**src/rtl/boot_memory.sv**
```systemverilog
// boot_memory: word RAM serving the CPU memory port, filled after reset by a
// streamed valid/ready loader; holds the CPU in reset until loading completes.
// Ports: clk, rst_n (async, active low); CPU port we/addr/data -> out
// (registered, 1-cycle latency); loader ld_valid/ld_data/ld_last -> ld_ready;
// status cpu_rst_n, done, error.
// Optional: define BOOT_MEMORY_CHECKSUM_EN to require a trailing checksum word.
module boot_memory #(
    parameter int ADDR_WIDTH = 6,
    parameter int DATA_WIDTH = 16,
    parameter int LOAD_BASE  = 0
) (
    input  logic                  clk,
    input  logic                  rst_n,
    input  logic                  we,
    input  logic [ADDR_WIDTH-1:0] addr,
    input  logic [DATA_WIDTH-1:0] data,
    output logic [DATA_WIDTH-1:0] out,
    input  logic                  ld_valid,
    input  logic [DATA_WIDTH-1:0] ld_data,
    input  logic                  ld_last,
    output logic                  ld_ready,
    output logic                  cpu_rst_n,
    output logic                  done,
    output logic                  error
);

    localparam int DEPTH = 2 ** ADDR_WIDTH;
    localparam logic [ADDR_WIDTH-1:0] PTR_BASE = ADDR_WIDTH'(LOAD_BASE);
    localparam logic [ADDR_WIDTH-1:0] PTR_MAX  = '1;

    typedef enum logic [2:0] {
        S_LOAD,
`ifdef BOOT_MEMORY_CHECKSUM_EN
        S_CHECK,
`endif
        S_RELEASE,
        S_RUN,
        S_ERROR
    } state_t;

    state_t                  state, next;
    logic [ADDR_WIDTH-1:0]   ptr;
    logic [DATA_WIDTH-1:0]   mem [DEPTH];
    logic [DATA_WIDTH-1:0]   out_q;
    logic                    ready_q, cpu_rst_q, done_q;
    logic                    ready_d, cpu_rst_d, done_d;
    logic                    accept, load_acc, load_end;
    logic                    mem_we;
    logic [ADDR_WIDTH-1:0]   mem_wa;
    logic [DATA_WIDTH-1:0]   mem_wd;

    assign accept   = ld_valid & ready_q;
    assign load_acc = accept & (state == S_LOAD);
    assign load_end = load_acc & (ld_last | (ptr == PTR_MAX));

`ifdef BOOT_MEMORY_CHECKSUM_EN
    logic [DATA_WIDTH-1:0] sum;
    logic                  error_q, error_d;

    always_ff @(posedge clk or negedge rst_n) begin
        if (!rst_n)
            sum <= '0;
        else if (load_acc)
            sum <= sum + ld_data;
    end
`endif

    // State register
    always_ff @(posedge clk or negedge rst_n) begin
        if (!rst_n)
            state <= S_LOAD;
        else
            state <= next;
    end

    // Next-state logic
    always_comb begin
        next = state;
        case (state)
            S_LOAD: begin
`ifdef BOOT_MEMORY_CHECKSUM_EN
                if (load_end) next = S_CHECK;
`else
                if (load_end) next = S_RELEASE;
`endif
            end
`ifdef BOOT_MEMORY_CHECKSUM_EN
            S_CHECK: begin
                if (accept)
                    next = (ld_data == sum) ? S_RELEASE : S_ERROR;
            end
`endif
            S_RELEASE: next = S_RUN;
            S_RUN:     next = S_RUN;
            S_ERROR:   next = S_ERROR;
            default:   next = S_LOAD;
        endcase
    end

    // Output logic: decoded from the next state and registered, so every
    // status output changes on the same edge the state does.
    always_comb begin
        ready_d   = (next == S_LOAD);
`ifdef BOOT_MEMORY_CHECKSUM_EN
        ready_d   = ready_d | (next == S_CHECK);
        error_d   = (next == S_ERROR);
`endif
        cpu_rst_d = (next == S_RUN);
        done_d    = (next == S_RUN);
    end

    always_ff @(posedge clk or negedge rst_n) begin
        if (!rst_n) begin
            ready_q   <= 1'b0;
            cpu_rst_q <= 1'b0;
            done_q    <= 1'b0;
        end else begin
            ready_q   <= ready_d;
            cpu_rst_q <= cpu_rst_d;
            done_q    <= done_d;
        end
    end

`ifdef BOOT_MEMORY_CHECKSUM_EN
    always_ff @(posedge clk or negedge rst_n) begin
        if (!rst_n)
            error_q <= 1'b0;
        else
            error_q <= error_d;
    end
    assign error = error_q;
`else
    assign error = 1'b0;
`endif

    // Load pointer holds at the top address instead of wrapping.
    always_ff @(posedge clk or negedge rst_n) begin
        if (!rst_n)
            ptr <= PTR_BASE;
        else if (load_acc && ptr != PTR_MAX)
            ptr <= ptr + 1'b1;
    end

    // Single write port shared by loader and CPU.
    assign mem_we = load_acc | ((state == S_RUN) & we);
    assign mem_wa = (state == S_RUN) ? addr : ptr;
    assign mem_wd = (state == S_RUN) ? data : ld_data;

    // RAM contents survive reset.
    always_ff @(posedge clk) begin
        if (mem_we)
            mem[mem_wa] <= mem_wd;
    end

    // Registered read returns pre-write data on a same-address write.
    always_ff @(posedge clk or negedge rst_n) begin
        if (!rst_n)
            out_q <= '0;
        else if (state == S_RUN)
            out_q <= mem[addr];
        else
            out_q <= '0;
    end

    assign out       = out_q;
    assign ld_ready  = ready_q;
    assign cpu_rst_n = cpu_rst_q;
    assign done      = done_q;

endmodule
```
**config.mk**
```make
export PLATFORM = sky130hd
export DESIGN_NAME = boot_memory
export DESIGN_NICKNAME = d
export VERILOG_FILES = /design/src/rtl/boot_memory.sv
export SDC_FILE = /design/constraint.sdc
export NUM_CORES = 1
export LEC_CHECK = 0
export BUFFER_PORTS_ARGS = -buffer_cell sky130_fd_sc_hd__buf_2
export CAP_MARGIN = 30
export CORE_MARGIN = 2
export CORE_UTILIZATION = 45
export CTS_BUF_LIST = sky130_fd_sc_hd__clkbuf_4 sky130_fd_sc_hd__clkbuf_8
export DETAILED_ROUTE_END_ITERATION = 7
export GPL_TIMING_DRIVEN = 0
export SLEW_MARGIN = 30
export SYNTH_ARGS = -nofsm -noshare
export SYNTH_HDL_FRONTEND = slang
export SYNTH_SLANG_ARGS = --single-unit
```
**constraint.sdc**
```tcl
create_clock -name clk -period 3.2 [get_ports clk]
set_input_delay 0.32 -clock clk [delete_from_list [all_inputs] [get_ports clk]]
set_output_delay 0.32 -clock clk [all_outputs]
set_load 0.005 [all_outputs]
```
**After elaboration in Yosys (flattened, before gate mapping)**

Memories as Yosys holds them, arrays and structs flattened.
Cells that the tools add are included.

- Add/sub/neg operators: 1
- Equality and inequality tests: 6
- Mux-type cells: 7
- Bitwise operators: 6
- Reduce and logical (&&, ||, !) cells: 4

Operators with widths:

| kind | number |
|---|---|
| 16-bit 2-to-1 mux | 2 |
| 3-bit by 2-bit equality test with 1-bit output (second input constant) | 3 |
| 3-bit one-hot mux with 3 select lines | 1 |
| 6-bit by 1-bit adder with 6-bit output (second input constant) | 1 |
| 6-bit equality test (second input constant) | 1 |
| 3-bit logical NOT | 2 |
| 6-bit 2-to-1 mux | 1 |
| 6-bit != test (second input constant) | 1 |
| 1-bit bitwise AND | 4 |
| 3-bit by 1-bit equality test with 1-bit output (second input constant) | 1 |
| 3-bit 2-to-1 mux | 1 |
| 1-bit 2-to-1 mux | 2 |
| 1-bit OR | 2 |
| 2-bit OR reduction | 1 |
| 1-bit logical AND | 1 |

- Register bits after elaboration: 27
- Bits in writable memories: 1024
- Input port bits: 43
- Output and inout port bits: 20
- Logic and storage cells: 30
- Memories: 1

Memories:

| name | words | width | read ports | clocked after Yosys merged registers in | wr ports | line | source |
|---|---|---|---|---|---|---|---|
| mem | 64 | 16 | 1 | 0 | 1 | 43 | `logic [DATA_WIDTH-1:0] mem [DEPTH];` |

**Logic depth before layout (Yosys ltp)**

- Depth in word-level cells: 6
- Depth in mapped cells: 10
- Depth with buffers taken out: 6

**Worst setup path before layout**

No wires, ideal clock.

- Kind: input to register
- From: input port addr[1]
- To: memory mem[32][0] (enable)
- Library setup time: 389 ps
- Arrival time: 2495 ps
- Data required time: 2811 ps
- Slack: 316 ps
- Stages on the path: 9
- Buffers on the path: 5
- Cell sequence: buf_2 > buf_6 > buf_6 > buf_4 > buf_2 > or3_1 > o31ai_1 > nand2_1 > nor2_1

- Cells in the longest elaborated chain, start to end: 1

Ends and longest elaborated chain:

| element | line | source |
|---|---|---|
| start: declaration | 15 | `input logic [ADDR_WIDTH-1:0] addr,` |
| 6-bit 2-to-1 mux | 146 | `assign mem_wa = (state == S_RUN) ? addr : ptr;` |
| end: declaration | 43 |  |

No other way between the ends.

**Final worst setup path**

- From: register state[2]
- To: memory mem[33][5] (enable)

- Cells in the longest elaborated chain, start to end: 5
- Elaborated cells on any way between the ends: 8
- Those cells by class: eq/ne (1); mux (3); bitwise (3); reduce/logical (1)

Ends and longest elaborated chain:

| element | line | source |
|---|---|---|
| start: declaration | 41 | `state_t state, next;` |
| start signal: assignment | 73 | `state <= next;` |
| 3-bit by 2-bit equality test with 1-bit output or 3-bit logical NOT (tied branches) | 145, 146, 53 |  |
| 1-bit bitwise AND (on tied branches) | 145, 53 |  |
| 1-bit OR | 145 | `assign mem_we = load_acc \| ((state == S_RUN) & we);` |
| 1-bit 2-to-1 mux | 151 | `if (mem_we)` |
| 1-bit 2-to-1 mux (not written as such) | 152 | `mem[mem_wa] <= mem_wd;` |

Several ways; a longest one is shown, not always the timed one.

==> summary.txt <==
XOR/XNOR Fraction of Synth Area -> 0.1289%
final period utilization -> 104.8%
Ports -> 63
clk_skew -> 0.03847 ns
CP Launch Type -> register
Die Height -> 305.0 um
Compound-Gate Fraction of Synth Area -> 1.716%
post-layout util -> 54.05%
Mapped Area -> 40,760 um^2
initial antenna violation count -> 4
Die Span X -> 305.0 um
critical path fanouts, max -> 13
Arr. time, crit path -> 3.87 ns
yosys warns -> 0
Starting DRT DRC Count -> 2,724
relative slew slack -> 30.81%
Final WS setup -> -0.1525 ns
clk sink count -> 1,051
Slew @ Worst Pin -> 1.038 ns
Worst EP required -> 3.72 ns
Leakage -> 0.01567 uW
failing checks -> negative setup slack
CTS tree -> yes
Post-DP HPWL -> 72,230 um
Tmin final -> 3.353 ns
Seq/Total Area, Yosys -> 77.09%
PortBufs -> 58
post-synthesis mux area share -> 16.99%
core area -> 89,870 um^2
largest family of logic cells by synthesized area -> multiplexers
worst-skew pair later-pin latency -> 0.83 ns
Post-Synth Simple-Gate Area -> 2.492%
gpl congestion -> 0.9313
first-pass GRT wire length -> 155,400 um
vias in the first global route -> 21,060
RSZ-0062 raised after global routing -> true
Post-synth EDFFs -> 1,024
total chip power -> 28,690 uW
DR DRC count -> 0
Crit. End Element -> register
Post-synth ARST share -> 2.569%
Initial Util -> 45.36%
Synth Area in Adders -> 0.03069%
Area growth, synth to finish -> 19.16%
fraction of layout cells with a size suffix above 1 -> 37.69%
DR vias/cell -> 6.084
Fmax -> 298.3 MHz
die area -> 93,010 um^2
H-tree levels -> 4
Pins Over Slew Limit -> 0
Synth Instances -> 1,820
routed wire length -> 110,500 um
PD cells -> 590.6 nW/um^2
Post-synth top flop -> edfxtp_1
unique cell type count in the Yosys netlist -> 52
Num CTS Buffers -> 165
GR Overflow Total -> 0
pin count of the biggest net entering global routing -> 65
setup tns final -> -7.254 ns
wire per inst -> 31.72 um
Hold Fails Final Rpt -> 0
Synth Area per Inst -> 22.40 um^2
max-cap violations -> 0
Clock Path Buffers -> 3
antenna viol nets, final -> 0
Reg clk slew, reported paths -> 0.07 ns
Tot GR Track Use -> 23.99%
HP Class -> in2reg
via count -> 21,189
Row Count -> 110
Setup Viol. Count Final -> 138
status -> complete, but fails checks
Setup CP Type -> reg2reg
TritonRoute pass-1 iters -> 8
Root Buffer -> clkbuf_8
nets -> 2,211
FF+latch count, synth -> 1,051
peak supply drop -> 0.3996 mV
Yosys cell counts, types with 6 or more instances:
master	number	share of area, %
nand3_1	15	0.18
a22oi_1	9	0.17
a21oi_1	13	0.16
a211oi_1	12	0.22
mux4_1	26	1.7
o22ai_1	12	0.18
edfxtp_1	1024	75
nand2_1	109	1.0
mux2_2	6	0.17
buf_2	27	0.33
clkbuf_1	22	0.20
buf_6	11	0.30
nor2b_1	8	0.12
o221ai_1	10	0.21
buf_1	8	0.074
dfrtp_1	27	1.7
mux4_2	260	14
o21ai_1	9	0.11
buf_4	22	0.41
o21ai_0	13	0.16
mux2i_1	32	0.79
nor2_1	81	0.75
nand2b_1	8	0.12
worst max-delay path, stage by stage (launching register included):
cell     delay, ns
dfrtp_1       0.36
buf_2         0.18
or3b_1        0.38
buf_2         0.19
buf_2         0.22
mux2i_1       0.16
nor2_1        0.45
nand2_2       0.47
nor2_4        0.41
buf_16        0.20
sequential cells by signal (all words and copies together), names as in the netlist:
signal    cells
out          16
ptr           6
mem        1024
done          1
state         3
ld_ready      1
cell usage in the layout (no fill, tap or decap), types with 13 or more instances in the layout:
| cell type | netlist | final |
|---|---|---|
| a21oi_1 | 13 | 13 |
| buf_12 | 4 | 55 |
| buf_16 | 0 | 19 |
| buf_2 | 27 | 85 |
| buf_4 | 22 | 42 |
| buf_8 | 0 | 26 |
| clkbuf_1 | 22 | 18 |
| clkbuf_4 | 0 | 52 |
| clkbuf_8 | 0 | 166 |
| clkinv_1 | 0 | 47 |
| clkinv_2 | 0 | 21 |
| dfrtp_1 | 27 | 27 |
| edfxtp_1 | 1024 | 1024 |
| mux2i_1 | 32 | 31 |
| mux4_1 | 26 | 26 |
| mux4_2 | 260 | 260 |
| nand2_1 | 109 | 82 |
| nand2_4 | 0 | 16 |
| nand3_1 | 15 | 13 |
| nor2_1 | 81 | 17 |
| nor2_4 | 0 | 64 |
| o21ai_0 | 13 | 13 |
metrics by stage:
| stage | worst slack (ns) | hold WS (ns) | instances | instance area, um^2 |
|---|---|---|---|---|
| floorplan | 0.3161 | 0.02441 | 1821 | 40770 |
| global placement | -1.669 | 0.4223 | 3055 | 42530 |
| detailed placement | -0.9393 | 0.4390 | 3110 | 44240 |
| CTS | -0.1524 | 0.05072 | 3455 | 48210 |
| global route | -0.2412 | 0.1115 | 3482 | 48570 |
| finish | -0.1525 | 0.1369 | 3483 | 48570 |
layout make-up:
cell class	instances	area, um^2
Tap cell	1176	1471
Buffer	94	621.8
Clock inverter	85	549.3
Fill cell	6744	41300
Multi-Input combinational cell	673	9384
Timing Repair Buffer	179	2425
Clock buffer	218	2675
Sequential cell	1051	31430
Inverter	3	11.26
Antenna cell	4	10.01
kinds of logic after synthesis:
group | count (synthesis)
DFF | 1051
other | 1
muxes | 324
and+or+nand+nor | 237
xor gates and xnor gates | 6
AOI/OAI and AO/OA | 103
buffers and inverters | 97
adders and majority gates | 1
final timing paths:
path                       slack [ns]          to  startpoint  depth (start not counted)
max                             -0.15  mem[33][5]    state[2]                          9
min                              0.14  mem[38][2]     data[2]                          3
max reg2reg                     -0.15  mem[33][5]    state[2]                          9
min reg2reg                      0.55      ptr[3]      ptr[3]                          1
max in group asynchronous        2.46      out[1]       rst_n                          2
min in group asynchronous        0.15    state[2]       rst_n                          2
repair_timing:
item                                   4_1_cts  5_1_grt
setup endpoints to repair                  620      896
pin swaps                                   30       18
endpoints found under the hold margin       50        0
hold buffers                                 5        0
setup buffers                               37       24
gates resized for setup                      9        7
where the power goes:
group / total (uW) / leakage [uW] / internal (uW) / switching [uW]
Combinational: 2180 / 0.00438 / 732 / 1440
Sequential: 15400 / 0.00957 / 15400 / 76.4
Clock: 11100 / 0.00172 / 5770 / 5300
layer usage:
layer  vias up  routed length [um]  track usage (%)
met5         -                  24                0
met4         4                3823            8.968
met3       216               11250            5.973
met2      1277               52380            37.56
met1     11264               43000            32.81
li1       8428                   -                -
Power figures use the tool's default switching activity.
